$ cat src/rtl/tt_serial_addsub_pkg.sv
// tt_serial_addsub_pkg: shared FSM states, mode codes and pin indices for the serial add/sub core
package tt_serial_addsub_pkg;
   typedef enum logic [1:0] {
      IDLE = 2'd0,
      RUN  = 2'd1,
      DONE = 2'd2
   } state_t;
   localparam logic MODE_ADD = 1'b0;
   localparam logic MODE_SUB = 1'b1;
   localparam int UI_A     = 0;
   localparam int UI_B     = 1;
   localparam int UI_START = 2;
   localparam int UI_MODE  = 3;
   localparam int UI_VALID = 4;
   localparam int UO_SUM   = 0;
   localparam int UO_COUT  = 1;
   localparam int UO_BUSY  = 2;
   localparam int UO_DONE  = 3;
   localparam int UO_OVF   = 4;
endpackage

$ cat src/rtl/tt_um_serial_addsub_fa_cell.sv
// fa_cell: combinational 1-bit full adder
module fa_cell (
   input  logic a,
   input  logic b,
   input  logic cin,
   output logic s,
   output logic cout
);
   assign s    = a ^ b ^ cin;
   assign cout = (a & b) | (a & cin) | (b & cin);
endmodule

$ cat src/rtl/tt_um_serial_addsub.sv
// tt_um_serial_addsub: bit-serial LSB-first adder/subtractor with IDLE/RUN/DONE control
module tt_um_serial_addsub
   import tt_serial_addsub_pkg::*;
#(
   parameter int WIDTH = 8
) (
   input  logic       clk,
   input  logic       rst_n,
   input  logic       ena,
   input  logic [7:0] ui_in,
   output logic [7:0] uo_out,
   input  logic [7:0] uio_in,
   output logic [7:0] uio_out,
   output logic [7:0] uio_oe
);
   localparam int CW = $clog2(WIDTH + 1);

   state_t           r_state;
   state_t           w_state_nxt;
   logic             r_mode;
   logic             r_carry;
   logic             r_sum;
   logic             r_ovf;
   logic [CW-1:0]    r_cnt;
   logic [WIDTH-1:0] r_result;
   logic [WIDTH-1:0] w_result_shift;
   logic             w_start;
   logic             w_accept;
   logic             w_last;
   logic             w_b;
   logic             w_s;
   logic             w_cout;
   logic             w_unused;

   // start is honoured only outside RUN; a bit pair is consumed only in RUN with valid
   assign w_start  = ui_in[UI_START] && (r_state != RUN);
   assign w_accept = (r_state == RUN) && ui_in[UI_VALID];
   assign w_last   = w_accept && (r_cnt == CW'(WIDTH - 1));
   // subtraction is A + ~B + 1, the +1 coming from the carry preset at start
   assign w_b      = ui_in[UI_B] ^ (r_mode == MODE_SUB);

   fa_cell u_fa (
      .a   (ui_in[UI_A]),
      .b   (w_b),
      .cin (r_carry),
      .s   (w_s),
      .cout(w_cout)
   );

   // new sum bit enters at the MSB so the LSB-first stream ends up in place
   assign w_result_shift = (r_result >> 1) | (WIDTH'(w_s) << (WIDTH - 1));

   // state register
   always_ff @(posedge clk or negedge rst_n) begin
      if (!rst_n) r_state <= IDLE;
      else        r_state <= w_state_nxt;
   end

   // next state: DONE (and any illegal code) falls back to IDLE unless restarted
   always_comb begin
      w_state_nxt = r_state;
      if (w_start)               w_state_nxt = RUN;
      else if (r_state != RUN)   w_state_nxt = IDLE;
      else if (w_last)           w_state_nxt = DONE;
   end

   // datapath: initialise on start, shift one bit per accepted pair, capture overflow on the last
   always_ff @(posedge clk or negedge rst_n) begin
      if (!rst_n) begin
         r_mode   <= MODE_ADD;
         r_carry  <= 1'b0;
         r_sum    <= 1'b0;
         r_ovf    <= 1'b0;
         r_cnt    <= '0;
         r_result <= '0;
      end else if (w_start) begin
         r_mode   <= ui_in[UI_MODE];
         r_carry  <= ui_in[UI_MODE];
         r_ovf    <= 1'b0;
         r_cnt    <= '0;
         r_result <= '0;
      end else if (w_accept) begin
         r_carry  <= w_cout;
         r_sum    <= w_s;
         r_result <= w_result_shift;
         r_cnt    <= r_cnt + 1'b1;
         r_ovf    <= w_last ? (r_carry ^ w_cout) : r_ovf;
      end
   end

   // status pins
   always_comb begin
      uo_out          = '0;
      uo_out[UO_SUM]  = r_sum;
      uo_out[UO_COUT] = r_carry;
      uo_out[UO_BUSY] = (r_state == RUN);
      uo_out[UO_DONE] = (r_state == DONE);
      uo_out[UO_OVF]  = r_ovf;
   end

   assign uio_out  = 8'(r_result);
   assign uio_oe   = 8'hFF;
   assign w_unused = &{1'b0, ena, uio_in, ui_in[7:5]};
endmodule

$ cat config.mk
export PLATFORM = sky130hd
export DESIGN_NAME = tt_um_serial_addsub
export DESIGN_NICKNAME = d
export VERILOG_FILES = /design/src/rtl/tt_serial_addsub_pkg.sv /design/src/rtl/tt_um_serial_addsub_fa_cell.sv /design/src/rtl/tt_um_serial_addsub.sv
export SDC_FILE = /design/constraint.sdc
export NUM_CORES = 1
export LEC_CHECK = 0
export BUFFER_PORTS_ARGS = -buffer_cell sky130_fd_sc_hd__buf_2
export CAP_MARGIN = 20
export CORE_UTILIZATION = 40
export DETAILED_ROUTE_END_ITERATION = 10
export PLACE_DENSITY = 0.72
export SKIP_CTS_REPAIR_TIMING = 1
export SYNTH_ARGS = -nofsm -noshare
export SYNTH_HDL_FRONTEND = slang
export SYNTH_HIERARCHICAL = 1
export SYNTH_SLANG_ARGS = --single-unit
$ cat constraint.sdc
create_clock -name clk -period 1.4 [get_ports clk]
set_clock_uncertainty 0.05 [all_clocks]
set_input_delay 0.42 -clock clk [delete_from_list [all_inputs] [get_ports clk]]
set_output_delay 0.42 -clock clk [all_outputs]
set_load 0.01 [all_outputs]
==> flow_metrics.tcl <==
set metrics [dict create \
    fp-row-count 16 \
    synth_cell_types 27 \
    vias 604 \
    vias_per_cell 4.99 \
    cts_sinks 18 \
    postPlaceCellArea_um2 998 \
    syn_area_per_cell_um2 12.2 \
    grt_remaining_overflow 0 \
    synth_area_leaders "dfrtp_1, buf_4, a22o_1" \
    cellPowerDensity_nw_per_um2 2110 \
    fin_crit_ns 1.52 \
    netlist.area_leader.share_pct 49.9 \
    fin_ws_ns -0.124 \
    critPathSlowestCell "dfrtp_1" \
    grt_max_degree 19 \
    maxSlewViolCount 0 \
    max_freq_ghz 0.656 \
    regArea_um2 452 \
    multiInputGateArea_um2 374 \
    grt_pass1_wl_um 2610 \
    drt_iter0_drc 6 \
    wire_per_inst_um 13.5 \
    drc 0 \
    cts_buffers 3 \
    endpoint_kind "flop" \
    insertion_delay_ns 0.29 \
    utilization_pct 51.8 \
    setup_tns_ns -0.563 \
    coreArea_um2 2040 \
    final-setup-viol-count 6 \
    cp_max_fo 2 \
    syn_inst 74 \
    path_cells "xor2_2, fa_2, a221o_2" \
    fin_hold_ws_ns -0.0122 \
    netlist_area_um2 903 \
    n_antenna_cell 0 \
    cap_violations 0 \
    violations "negative hold slack, negative setup slack" \
    antenna_found_initial 0 \
    port_buffers 19 \
    cts-root-buf "clkbuf_4" \
    hpwl_um 1200 \
    cp_top_family "flip-flops" \
    clk_pin_slew_worst_paths_ns 0.10 \
    nets 117 \
    cp_data_required_time_ns 1.53 \
    grt_pass1_vias 592 \
    firstDrtPassIters 4 \
    cp.arrival_ns 1.66 \
    final_cell_area_um2 1060 \
    ys.flop_type "dfrtp_1" \
    initial_utilization_pct 44.2 \
    stdcell_count 121 \
    hold_viol_final 18 \
    die_h_um 49.5 \
    place_congestion 0.722 \
    dieArea_um2 2450 \
    async_flop_share_pct 100 \
    leakage_nw 0.551 \
    synth_edf_count 0 \
    cts_buffer_depth 2 \
    synth_seq_cells 18 \
    track_usage_pct 14.3 \
    cts-htree-levels 1 \
    fin_crit_sh_pct 109 \
    final_cell_mix "buf_2, dfrtp_1, conb_1, a22o_1, buf_4" \
    dpl.cell_count 117 \
    yosysSeqAreaShare_pct 49.9 \
    rsz0062_at_grt "yes" \
    ios 43 \
    crit_type "reg2reg" \
    area_growth_pct 17.2 \
    ant_nets 0 \
    cp.buffers_inverters 0 \
    die_x_um 49.5 \
    cp-start-kind "flop" \
    ir_drop_uv 1000 \
    cts_tree "yes" \
    synth_warnings 6 \
    final_layout_size_suffix_gt1_share_pct 44.7 \
    nFillCells 192 \
    worstHoldPathType "in2async" \
    synth.largest_area_cell "dfrtp_1" \
    routed_wl_um 1640 \
    max_stage_delay_ns 0.42 \
    status "finished, violations left" \
]
[through the flow]
stage | power [mW] | worst slack, ns | hold slack (ns)
2_1_floorplan | 1.62 | -0.0525 | 0.0744
3_3_place_gp | 1.85 | -0.191 | 0.310
3_5_place_dp | 1.91 | -0.200 | 0.313
4_1_cts | 2.16 | -0.269 | 0.00497
5_1_grt | 2.38 | -0.176 | 0.0104
6_report | 2.23 | -0.124 | -0.0122
[sequential cells by signal, summed over array words and instances (netlist names)]
signal,flops
r_mode,1
r_sum,1
uio_out,8
r_cnt,4
r_state,2
r_carry,1
r_ovf,1
[layer usage]
layer / vias to the layer above / track usage [%] / part of all wire (%)
li1: 277 / - / -
met1: 296 / 16.9 / 42
met2: 27 / 24.3 / 52
met3: 4 / 2.16 / 4.3
met4: 0 / 8.57 / 1.8
met5: - / 0 / 0
[logic make-up (layout without fill, tap and decap cells)]
kind of cell	after synthesis	count (layout)	share of synthesized area, %
buf+inv	20	31	15.8
other cells	2	11	0.831
flops	18	18	49.9
simple gates	8	8	6.79
compound gates	18	18	16.2
mux	3	3	4.02
xor+xnor	3	3	2.91
fa+ha+maj	2	2	3.60
[Yosys cell counts (2+ instances only)]
| master | number |
|---|---|
| a22o_1 | 9 |
| dfrtp_1 | 18 |
| conb_1 | 2 |
| inv_1 | 3 |
| xor2_1 | 3 |
| o21ai_0 | 2 |
| a21oi_1 | 2 |
| buf_4 | 16 |
[area by class of cell]
class                      instances  area share, %
multi-input combinational         45           35.3
timing repair buffer              25           15.6
clock buffer                       3           2.13
sequential                        18           42.7
inverter                           3           1.06
tap                               27           3.19
[path summary, 6_finish.rpt]
check,startpoint,to,slack (ns),cells past startpoint
worst max-delay path,r_mode$_DFFE_PN0P_,r_carry$_DFFE_PN0P_,-0.12,3
worst min-delay path,rst_n,r_sum$_DFFE_PN0P_,-0.01,1
worst max register to register,r_mode$_DFFE_PN0P_,r_carry$_DFFE_PN0P_,-0.12,3
worst min register to register,r_sum$_DFFE_PN0P_,r_sum$_DFFE_PN0P_,0.47,1
max in group asynchronous,rst_n,r_state[0]$_DFFE_PN0P_,1.01,1
min in group clk,ui_in[2],r_cnt[2]$_DFFE_PN0P_,0.37,2
[where the power goes]
part | switching (mW) | internal [mW]
clock | 0.150 | 0.0999
combinational | 0.492 | 0.569
sequential | 0.176 | 0.743
Power figures use the tool's default switching activity.
